==> src/rtl/mc_controller_pkg.sv <==
// Shared definitions for the multicycle RISC-V controller: states, opcodes,
// ALU codes and the datapath select encodings.
package mc_controller_pkg;

  typedef enum logic [3:0] {
    S_FETCH    = 4'd0,
    S_DECODE   = 4'd1,
    S_MEMADR   = 4'd2,
    S_MEMREAD  = 4'd3,
    S_MEMWB    = 4'd4,
    S_MEMWRITE = 4'd5,
    S_EXECR    = 4'd6,
    S_ALUWB    = 4'd7,
    S_EXECI    = 4'd8,
    S_JAL      = 4'd9,
    S_BEQ      = 4'd10,
    S_ILLEGAL  = 4'd11
  } state_e;

  localparam logic [6:0] OP_LOAD   = 7'b0000011;
  localparam logic [6:0] OP_STORE  = 7'b0100011;
  localparam logic [6:0] OP_RTYPE  = 7'b0110011;
  localparam logic [6:0] OP_IMM    = 7'b0010011;
  localparam logic [6:0] OP_BRANCH = 7'b1100011;
  localparam logic [6:0] OP_JAL    = 7'b1101111;

  localparam logic [3:0] ALU_ADD = 4'b0000;
  localparam logic [3:0] ALU_SUB = 4'b0001;
  localparam logic [3:0] ALU_AND = 4'b0010;
  localparam logic [3:0] ALU_OR  = 4'b0011;
  localparam logic [3:0] ALU_SLT = 4'b0101;

  localparam logic       ADR_PC     = 1'b0;
  localparam logic       ADR_ALUOUT = 1'b1;

  localparam logic [1:0] RES_ALUOUT = 2'b00;
  localparam logic [1:0] RES_RDATA  = 2'b01;
  localparam logic [1:0] RES_ALU    = 2'b10;

  localparam logic [1:0] SRC_A_PC    = 2'b00;
  localparam logic [1:0] SRC_A_OLDPC = 2'b01;
  localparam logic [1:0] SRC_A_RS1   = 2'b10;

  localparam logic [1:0] SRC_B_RS2  = 2'b00;
  localparam logic [1:0] SRC_B_IMM  = 2'b01;
  localparam logic [1:0] SRC_B_FOUR = 2'b10;

  localparam logic [1:0] IMM_I = 2'b00;
  localparam logic [1:0] IMM_S = 2'b01;
  localparam logic [1:0] IMM_B = 2'b10;
  localparam logic [1:0] IMM_J = 2'b11;

  // Immediate format follows the opcode alone, independent of FSM state.
  function automatic logic [1:0] imm_src_of(input logic [6:0] op);
    case (op)
      OP_LOAD, OP_IMM: imm_src_of = IMM_I;
      OP_STORE:        imm_src_of = IMM_S;
      OP_BRANCH:       imm_src_of = IMM_B;
      OP_JAL:          imm_src_of = IMM_J;
      default:         imm_src_of = IMM_I;
    endcase
  endfunction

endpackage

==> src/rtl/mc_alu_dec.sv <==
// ALU operation decode from funct3/funct7b5 for R-type and OP-IMM execution.
// Purely combinational; legal_o flags funct3 values this core does not implement.
module mc_alu_dec
  import mc_controller_pkg::*;
(
  input  logic [2:0] funct3_i,
  input  logic       funct7b5_i,
  input  logic       is_rtype_i,
  output logic [3:0] alu_control_o,
  output logic       legal_o
);

  // funct3 selects the operation; funct7b5 only distinguishes sub from add for R-type
  always_comb begin
    alu_control_o = ALU_ADD;
    legal_o       = 1'b1;
    case (funct3_i)
      3'b000:  alu_control_o = (is_rtype_i && funct7b5_i) ? ALU_SUB : ALU_ADD;
      3'b010:  alu_control_o = ALU_SLT;
      3'b110:  alu_control_o = ALU_OR;
      3'b111:  alu_control_o = ALU_AND;
      default: legal_o       = 1'b0;
    endcase
  end

endmodule

==> src/rtl/mc_controller.sv <==
// Multicycle RISC-V control FSM driving a shared-memory datapath.
// Outputs are combinational from state and inputs; reset masks every write enable
// immediately so an aborted instruction never commits.
module mc_controller
  import mc_controller_pkg::*;
(
  input  logic       clk,
  input  logic       reset,
  input  logic [6:0] op_i,
  input  logic [2:0] funct3_i,
  input  logic       funct7b5_i,
  input  logic       zero_i,
  input  logic       mem_ready_i,
  output logic       mem_req_o,
  output logic       adr_src_o,
  output logic       mem_write_o,
  output logic       ir_write_o,
  output logic       pc_write_o,
  output logic       reg_write_o,
  output logic [1:0] result_src_o,
  output logic [1:0] alu_src_a_o,
  output logic [1:0] alu_src_b_o,
  output logic [3:0] alu_control_o,
  output logic [1:0] imm_src_o,
  output logic       retire_o,
  output logic       illegal_o,
  output logic [3:0] state_o
);

  state_e     state_q, state_d;
  logic [3:0] dec_alu;
  logic       dec_legal;
  logic       mem_write, ir_write, pc_write, reg_write, retire, illegal;

  mc_alu_dec u_alu_dec (
    .funct3_i      (funct3_i),
    .funct7b5_i    (funct7b5_i),
    .is_rtype_i    (state_q == S_EXECR),
    .alu_control_o (dec_alu),
    .legal_o       (dec_legal)
  );

  // State register; reset forces FETCH asynchronously
  always_ff @(posedge clk or posedge reset) begin
    if (reset) state_q <= S_FETCH;
    else       state_q <= state_d;
  end

  // Next-state: memory states hold until ready, ILLEGAL is terminal
  always_comb begin
    state_d = state_q;
    case (state_q)
      S_FETCH:    if (mem_ready_i) state_d = S_DECODE;
      S_DECODE: begin
        case (op_i)
          OP_LOAD, OP_STORE: state_d = S_MEMADR;
          OP_RTYPE:          state_d = S_EXECR;
          OP_IMM:            state_d = S_EXECI;
          OP_BRANCH:         state_d = S_BEQ;
          OP_JAL:            state_d = S_JAL;
          default:           state_d = S_ILLEGAL;
        endcase
      end
      S_MEMADR:   state_d = (op_i == OP_LOAD) ? S_MEMREAD : S_MEMWRITE;
      S_MEMREAD:  if (mem_ready_i) state_d = S_MEMWB;
      S_MEMWB:    state_d = S_FETCH;
      S_MEMWRITE: if (mem_ready_i) state_d = S_FETCH;
      S_EXECR,
      S_EXECI:    state_d = dec_legal ? S_ALUWB : S_ILLEGAL;
      S_ALUWB:    state_d = S_FETCH;
      S_JAL:      state_d = S_ALUWB;
      S_BEQ:      state_d = S_FETCH;
      S_ILLEGAL:  state_d = S_ILLEGAL;
      default:    state_d = S_ILLEGAL;
    endcase
  end

  // Per-state datapath controls; anything not driven by a state stays 0/00
  always_comb begin
    mem_req_o     = 1'b0;
    adr_src_o     = ADR_PC;
    mem_write     = 1'b0;
    ir_write      = 1'b0;
    pc_write      = 1'b0;
    reg_write     = 1'b0;
    result_src_o  = RES_ALUOUT;
    alu_src_a_o   = SRC_A_PC;
    alu_src_b_o   = SRC_B_RS2;
    alu_control_o = ALU_ADD;
    retire        = 1'b0;
    illegal       = 1'b0;
    case (state_q)
      S_FETCH: begin
        mem_req_o    = 1'b1;
        alu_src_b_o  = SRC_B_FOUR;
        result_src_o = RES_ALU;
        ir_write     = mem_ready_i;
        pc_write     = mem_ready_i;
      end
      S_DECODE: begin
        alu_src_a_o = SRC_A_OLDPC;
        alu_src_b_o = SRC_B_IMM;
      end
      S_MEMADR: begin
        alu_src_a_o = SRC_A_RS1;
        alu_src_b_o = SRC_B_IMM;
      end
      S_MEMREAD: begin
        mem_req_o = 1'b1;
        adr_src_o = ADR_ALUOUT;
      end
      S_MEMWB: begin
        result_src_o = RES_RDATA;
        reg_write    = 1'b1;
        retire       = 1'b1;
      end
      S_MEMWRITE: begin
        mem_req_o = 1'b1;
        adr_src_o = ADR_ALUOUT;
        mem_write = 1'b1;
        retire    = mem_ready_i;
      end
      S_EXECR: begin
        alu_src_a_o   = SRC_A_RS1;
        alu_control_o = dec_alu;
      end
      S_EXECI: begin
        alu_src_a_o   = SRC_A_RS1;
        alu_src_b_o   = SRC_B_IMM;
        alu_control_o = dec_alu;
      end
      S_ALUWB: begin
        reg_write = 1'b1;
        retire    = 1'b1;
      end
      S_JAL: begin
        alu_src_a_o = SRC_A_OLDPC;
        alu_src_b_o = SRC_B_FOUR;
        pc_write    = 1'b1;
      end
      S_BEQ: begin
        alu_src_a_o   = SRC_A_RS1;
        alu_control_o = ALU_SUB;
        pc_write      = zero_i;
        retire        = 1'b1;
      end
      S_ILLEGAL:  illegal = 1'b1;
      default:    illegal = 1'b1;
    endcase
  end

  // Reset gates enables combinationally so a write in flight drops the same cycle
  assign mem_write_o = mem_write & ~reset;
  assign ir_write_o  = ir_write  & ~reset;
  assign pc_write_o  = pc_write  & ~reset;
  assign reg_write_o = reg_write & ~reset;
  assign retire_o    = retire    & ~reset;
  assign illegal_o   = illegal   & ~reset;
  assign imm_src_o   = imm_src_of(op_i);
  assign state_o     = state_q;

endmodule
==> config.mk <==
export PLATFORM = sky130hd
export DESIGN_NAME = mc_controller
export DESIGN_NICKNAME = d
export VERILOG_FILES = /design/src/rtl/mc_controller_pkg.sv /design/src/rtl/mc_alu_dec.sv /design/src/rtl/mc_controller.sv
export SDC_FILE = /design/constraint.sdc
export NUM_CORES = 1
export LEC_CHECK = 0
export BUFFER_PORTS_ARGS = -buffer_cell sky130_fd_sc_hd__buf_2
export CAP_MARGIN = 20
export CORE_AREA = 2 2 56 58
export DETAILED_ROUTE_END_ITERATION = 8
export DIE_AREA = 0 0 58 60
export HOLD_SLACK_MARGIN = 0.1
export PLACE_DENSITY = 0.54
export REMOVE_ABC_BUFFERS = 1
export SYNTH_ARGS = -nofsm -noshare
export SYNTH_HDL_FRONTEND = slang
export SYNTH_SLANG_ARGS = --single-unit
==> constraint.sdc <==
create_clock -name clk -period 2.85 [get_ports clk]
set_input_delay 0 -clock clk [delete_from_list [all_inputs] [get_ports clk]]
set_output_delay 0 -clock clk [all_outputs]
set_load 0.02 [all_outputs]
==> results.md, run 1 <==
| Parameter | Value |
| --- | --- |
| Status | finished, final reports clean |
| Floorplan core area | 0.00290 mm2 |
| Root Buffer Master | sky130_fd_sc_hd__clkbuf_4 |
| Final Net Count | 164 |
| Post-Synthesis Cell Area | 782 um2 |
| FP Rows | 20 |
| Wire length of the first global-routing pass | 3600 um |
| Aggregate global routing overflow | 0 |
| Clock Skew | 0.00988 ns |
| Placed wire-length estimate after detailed placement | 1670 um |
| Number of enable-type register cells in the synthesized netlist | 0 |
| Flip-flop and latch count after synthesis | 4 |
| Actual transition at the worst max-transition pin | 0.760 ns |
| Largest buffer count on any clock path | 2 |
| Multi-input gate area in the final layout | 612 um2 |
| IO Count | 39 |
| Total detailed-routing wirelength | 2280 um |
| Max incr delay on CP | 0.82 ns |
| # resized after CTS | 0 |
| Postcts setup bufs | 0 |
| List of cells traversed by the critical path | nand2b_1 > or4b_1 > a21oi_1 > buf_2 |
| Combined global-route utilization of all metal layers | 13.5% |
| Period utilization | 74.8% |
| Relative slew margins | 49.4% |
| Number of filler instances in the final layout | 327 |
| Wire length the detailed router placed on met1 | 1090 um |
| Count of synthesis-stage warnings from yosys | 0 |
| H-tree Lvls | 1 |
| Critical path capture point type | output pin |
| Req. time, crit path | 2.85 ns |
| Launching element of the worst setup path | state_o[2] |
| Top FF cell, synth | sky130_fd_sc_hd__dfrtp_1 |
| Critical path type | flop to output pin |
| Flip-flop count of the largest register after layout | 4 |
| Clock transition at the registers of the reported paths | 0.05 ns |
| DR vias/cell | 5.32 |
| PortBufs | 37 |
| Sequential area share after synthesis | 12.8% |
| Hold path startpoint | op_i[5] |
| Library cell contributing the largest single delay on the critical path | sky130_fd_sc_hd__dfrtp_1 |
| Critical Path Fanout Max | 24 |
| Setup-violating endpoint count in the final report | 0 |
| Total leakage power | 0.000486 uW |
| Clock sink total | 4 |
| Floorplan die height | 60 um |
| Unrepaired setup endpoints after global routing | no |
| Util after Layout | 34.2% |
| Clock insertion delay at the later pin of the skew report | 0.26 ns |
| Min Tclk post-route | 2.13 ns |
| Number of global-route vias before repair | 859 |
| Die Span X | 58 um |
| Final TNS setup | 0 ns |
| Arrival time at the worst endpoint | 2.13 ns |
| Top layer reached by signal wires | met4 |
| Number of vias in the routed layout | 958 |
| Count of unique library cells instantiated by Yosys | 44 |
| Worst IR drop on VDD | 0.000502 V |
| Achievable frequency | 469 MHz |
| Slew Viols, Final | 0 |
| DR iter-0 viols | 21 |
| Number of buffers created by CTS | 3 |
| Initial antenna violation count | 0 |
| Max Cap Violations | 0 |
| Final ANT Viol Nets | 0 |
| Class of the most critical hold timing path | input pin to flop |
| Final weighted congestion in routability-driven placement | 0.722 |
| Share of post-route cells with drive strength above 1 | 29.9% |
| Final Hold Viols | 0 |
| Pin count of the biggest net entering global routing | 26 |
| Post-detailed-route DRC marker count | 0 |
| Die footprint | 0.00348 mm2 |
| Effective utilization at floorplan | 26.9% |
| Share of async-settable or async-resettable flops after synthesis | 100% |
| Met2 wire len | 1030 um |
| Pwr Density | 1050 mW/mm2 |
| Element type at the critical path start | flop |
| Routed length per placed instance | 12.7 um |
| Post-synthesis to final-layout area growth | 27.0% |
| FF/Latch Area | 100 um2 |
| Number of cells produced by synthesis | 114 |
| TritonCTS clock tree | done |
| Total iterations of the first detailed-routing run | 4 |
| WL met3 | 111 um |
| Average size of a mapped cell | 6.86 um2 |
| Diode count | 0 |
| Worst reg2reg path startpoint | state_o[0] |
[layer usage]
metal | GRT usage (%) | vias up
met2 | 22.4 | 32
met5 | 0 | -
met3 | 0.649 | 5
met4 | 8.97 | 0
met1 | 16.9 | 439
li1 | - | 482
[power breakdown]
group          switching, uW  internal, uW  leakage [uW]
clock network           33.5          47.8     0.0000138
registers                172          83.5     0.0000479
logic                    406           302      0.000425
total                    612           434      0.000486
[worst paths after layout]
path | endpoint | slack [ns] | cells past startpoint
worst max-delay path | alu_control_o[0] | 0.72 | 4
worst min-delay path | state_o[1] | 0.13 | 3
worst min register to register | state_o[0] | 0.84 | 2
max in group asynchronous | state_o[1] | 2.38 | 3
min in group asynchronous | state_o[2] | 0.27 | 3
worst max register to register | state_o[3] | 0.90 | 4
[critical path, delay by kind of cell (launching register included)]
family	cells	cell delay [ns]
AND/OR/NAND/NOR	2	0.73
AO/OA/AOI/OAI	1	0.13
buffers and inverters	1	0.19
flip-flops	1	0.82
[stage by stage]
| stage | area [um2] | std cells | power [uW] | hold slack, ns | worst slack [ns] |
|---|---|---|---|---|---|
| after global routing | 993 | 180 | 1130 | 0.154 | 0.564 |
| after CTS | 993 | 180 | 1050 | 0.126 | 0.714 |
| after detailed placement | 961 | 176 | 961 | -0.0102 | 0.941 |
| after floorplan | 734 | 106 | 735 | -0.226 | 0.970 |
| final | 993 | 180 | 1050 | 0.127 | 0.718 |
| after global placement | 961 | 176 | 958 | -0.0147 | 0.996 |
[timing repair]
action	in CTS	in global routing
setup endpoints to repair	0	0
hold endpoints to repair	4	0
hold buffers	1	0
[cell usage in the layout (no fill, tap or decap), types with 3 or more instances in the layout]
cell type                  instances
sky130_fd_sc_hd__o21ai_1           3
sky130_fd_sc_hd__nand2_1           9
sky130_fd_sc_hd__inv_1             6
sky130_fd_sc_hd__dfrtp_1           4
sky130_fd_sc_hd__o21ai_0           4
sky130_fd_sc_hd__nor2_1           12
sky130_fd_sc_hd__nor2b_1           5
sky130_fd_sc_hd__and3_1            3
sky130_fd_sc_hd__buf_2            37
sky130_fd_sc_hd__a21oi_1          10
sky130_fd_sc_hd__xor2_1            3
sky130_fd_sc_hd__clkbuf_4          3
sky130_fd_sc_hd__nor3_1            4
sky130_fd_sc_hd__nand2b_1          8
[cell families (layout without fill, tap and decap cells)]
logic type	count (synthesis)	in the layout	synth area share [%]
other	1	1	0.480
flip-flops	4	4	12.8
XOR/XNOR	4	4	4.48
AND/OR/NAND/NOR	56	56	44.0
buffers and inverters	14	47	8.96
AO/OA/AOI/OAI	35	35	29.3
[synthesized netlist by cell type (all sizes together) (2+ instances only)]
cell type | n | area, um2
nor2 | 13 | 56.3
a21oi | 10 | 50.1
nand2 | 9 | 33.8
buf | 8 | 47.5
nand2b | 8 | 50.1
o21ai | 7 | 35.0
inv | 6 | 22.5
nor2b | 5 | 31.3
dfrtp | 4 | 100
nor3 | 4 | 20.0
and3 | 3 | 18.8
nor4 | 3 | 25.0
xor2 | 3 | 26.3
a211oi | 2 | 15.0
a21o | 2 | 15.0
a31oi | 2 | 12.5
o21bai | 2 | 15.0
or4b | 2 | 23.8
[cell type report]
type,instances,share of cell area [%]
flip-flops and latches,4,10.1
multi-input cells,96,61.6
well taps,33,4.16
clock buffers,3,2.27
inverters,6,2.27
repair buffers,38,19.6
Power figures use the tool's default switching activity.
==> run 2, diff against run 1 <==
Clock period 2.85 ns to 2.2 ns, I/O delays scaled along.
==> results.md, run 2 (synthesized netlist as in run 1, its figures left out) <==
| Parameter | Value | Change |
| --- | --- | --- |
| Status | finished, final reports clean |  |
| Clock sink total | 4 | unchanged |
| PortBufs | 37 | unchanged |
| Final Net Count | 167 | +1.8% |
| Cells after DPL | 179 | +1.7% |
| Sequential Power Share | 19.1% | -5.3 points |
| FF/Latch Area | 100 um2 | unchanged |
| FP Rows | 20 | unchanged |
| Pin count of the biggest net entering global routing | 19 | -27% |
| Aggregate global routing overflow | 0 | unchanged |
| Critical Path Fanout Max | 17 | -29% |
| Family with the most delay on the worst path | flip-flops |  |
| Slew Viols, Final | 0 | unchanged |
| Clock transition at the registers of the reported paths | 0.03 ns | -0.02 ns |
| Die footprint | 0.00348 mm2 | unchanged |
| Critical path capture point type | output pin |  |
| Number of filler instances in the final layout | 327 | unchanged |
| Clock insertion delay at the later pin of the skew report | 0.23 ns | -0.03 ns |
| Worst IR drop on VDD | 0.000827 V | +65% |
| Total leakage power | 0.000501 uW | +3.0% |
| Number of buffers created by CTS | 3 | unchanged |
| Net Sw Frac | 57.0% | -1.5 points |
| Routed length per placed instance | 12.3 um | -3.2% |
| Req. time, crit path | 2.20 ns | -0.65 ns |
| Library cell contributing the largest single delay on the critical path | sky130_fd_sc_hd__dfrtp_1 |  |
| Actual transition at the worst max-transition pin | 0.540 ns | -0.219 ns |
| Arrival time at the worst endpoint | 1.91 ns | -0.22 ns |
| Pwr Density | 1360 mW/mm2 | +29% |
| Post-synthesis to final-layout area growth | 29.9% |  |
| Met2 track demand over resource in global routing | 20.9% | -1.5 points |
| Floorplan die height | 60 um | unchanged |
| Max Cap Violations | 0 | unchanged |
| Postcts setup bufs | 0 | unchanged |
| Total iterations of the first detailed-routing run | 4 | unchanged |
| Root Buffer Master | sky130_fd_sc_hd__clkbuf_4 |  |
| Effective utilization at floorplan | 26.9% | unchanged |
| Switching power of the nets | 789 uW | +29% |
| Placed wire-length estimate after detailed placement | 1690 um | +1.5% |
| Gr busiest metal | met2 |  |
| Total detailed-routing wirelength | 2250 um | -1.6% |
| Setup-violating endpoint count in the final report | 0 | unchanged |
| Post-detailed-route DRC marker count | 0 | unchanged |
| Achievable frequency | 523 MHz |  |
| H-tree Lvls | 1 | unchanged |
| DR iter-0 viols | 48 | +130% |
| Final ANT Viol Nets | 0 | unchanged |
| Util after Layout | 35.0% | +0.78 points |
| Number of vias in the routed layout | 947 | -1.1% |
| Most common library cell in the layout ignoring fill and taps | sky130_fd_sc_hd__buf_2 |  |
| TritonCTS clock tree | done |  |
| Clock share of power | 6.4% | -1.4 points |
| Final TNS setup | 0 ns | unchanged |
| Final weighted congestion in routability-driven placement | 0.813 | +13% |
| Post-place instance area | 983 um2 | +2.3% |
| DR vias/cell | 5.17 | -2.8% |
| Floorplan core area | 0.00290 mm2 | unchanged |
| Cell-internal power | 595 uW | +37% |
| Element type at the critical path start | flop |  |
| Unrepaired setup endpoints after global routing | no |  |
| Critical path type | flop to output pin |  |
| Flip-flop count of the largest register after layout | 4 | unchanged |
| Initial antenna violation count | 0 | unchanged |
| Max incr delay on CP | 0.67 ns | -0.15 ns |
| # resized after CTS | 0 | unchanged |
| Wire length of the first global-routing pass | 3470 um | -3.6% |
| IO Count | 39 | unchanged |
| Multi-input gate area in the final layout | 612 um2 | unchanged |
| Min Tclk post-route | 1.91 ns |  |
| Period utilization | 86.9% |  |
| Met3 layer usage reported by global route | 2.38% | +1.7 points |
| Combined global-route utilization of all metal layers | 12.6% | -0.90 points |
| Number of cells in the finished layout apart from fillers | 183 | +1.7% |
| Clock Skew | 0.000951 ns | -0.00893 ns |
| Largest buffer count on any clock path | 2 | unchanged |
| Share of total power in combinational logic | 74.5% | +6.7 points |
| Number of global-route vias before repair | 800 | -6.9% |
| List of cells traversed by the critical path | buf_4 > or4b_1 > a21oi_1 > buf_2 |  |
| Final Hold Viols | 0 | unchanged |
| Commonest non-fill, non-tap cells in the layout | sky130_fd_sc_hd__buf_2 (37), sky130_fd_sc_hd__nor2_1 (12), sky130_fd_sc_hd__a21oi_1 (10), sky130_fd_sc_hd__nand2_1 (9), sky130_fd_sc_hd__nand2b_1 (8) |  |
| Relative slew margins | 64.0% | +15 points |
| Die Span X | 58 um | unchanged |
| Final design area excluding fillers | 0.00102 mm2 | +2.3% |
| Met1 global-route usage | 16.4% | -0.52 points |
| Diode count | 0 | unchanged |
| Count of buffer and inverter cells on the critical path | 2 | +1 |
| Class of the most critical hold timing path | input pin to flop |  |
| Share of post-route cells with drive strength above 1 | 31.3% | +1.4 points |
## run 2: cell types whose count changed in the layout (fill, tap and decap cells not counted), sizes merged
cell / previous run / this run
buf: 37 / 40
## run 2: power groups by stage
stage	Clock (uW)	Combinational, uW	Sequential, uW
after floorplan	0	636	316
after detailed placement	0	1030	261
after global placement	0	1030	258
after global routing	95.6	1120	279
after CTS	90.7	1030	260
final	88.5	1030	265
## run 2: worst paths after layout
kind	startpoint	endpoint	slack, ns	cells past startpoint
worst max-delay path	state_o[1]	alu_control_o[0]	0.29	4
worst min-delay path	op_i[3]	state_o[1]	0.14	3
worst max register to register	state_o[1]	state_o[3]	0.49	4
worst min register to register	state_o[3]	state_o[0]	0.80	2
max in group asynchronous	reset	state_o[0]	1.74	3
min in group asynchronous	reset	state_o[2]	0.28	3
## run 2: final cells by class
type | instances | area share (%)
Multi-Input combinational cell | 96 | 60.2
Timing Repair Buffer | 41 | 21.4
Sequential cell | 4 | 9.85
Tap cell | 33 | 4.06
Clock buffer | 3 | 2.22
Inverter | 6 | 2.22
## run 2: worst reg2reg max path, cell delays in order, from the launching register on
cell and delay (ns):
sky130_fd_sc_hd__dfrtp_1 0.57, sky130_fd_sc_hd__nor2b_1 0.28, sky130_fd_sc_hd__a31oi_1 0.33, sky130_fd_sc_hd__o21ai_1 0.12
sky130_fd_sc_hd__a211o_1 0.29
## run 2: metal layers
layer | vias up | part of all wire [%]
li1 | 487 | -
met1 | 430 | 45
met2 | 30 | 49
met3 | 0 | 6.1
met4 | 0 | 0
met5 | - | 0
## run 2: per-stage QoR
| stage | hold WS, ns | setup slack, ns | power (uW) |
|---|---|---|---|
| global route | 0.174 | 0.196 | 1500 |
| CTS | 0.148 | 0.299 | 1380 |
| floorplan | -0.226 | 0.320 | 952 |
| global placement | -0.0333 | 0.508 | 1280 |
| detailed placement | -0.0265 | 0.509 | 1290 |
| finish | 0.143 | 0.288 | 1380 |
## run 2: what timing repair did
item	in CTS	in global routing
hold buffers	1	0
endpoints found under the setup margin	0	0
hold endpoints to repair	4	0
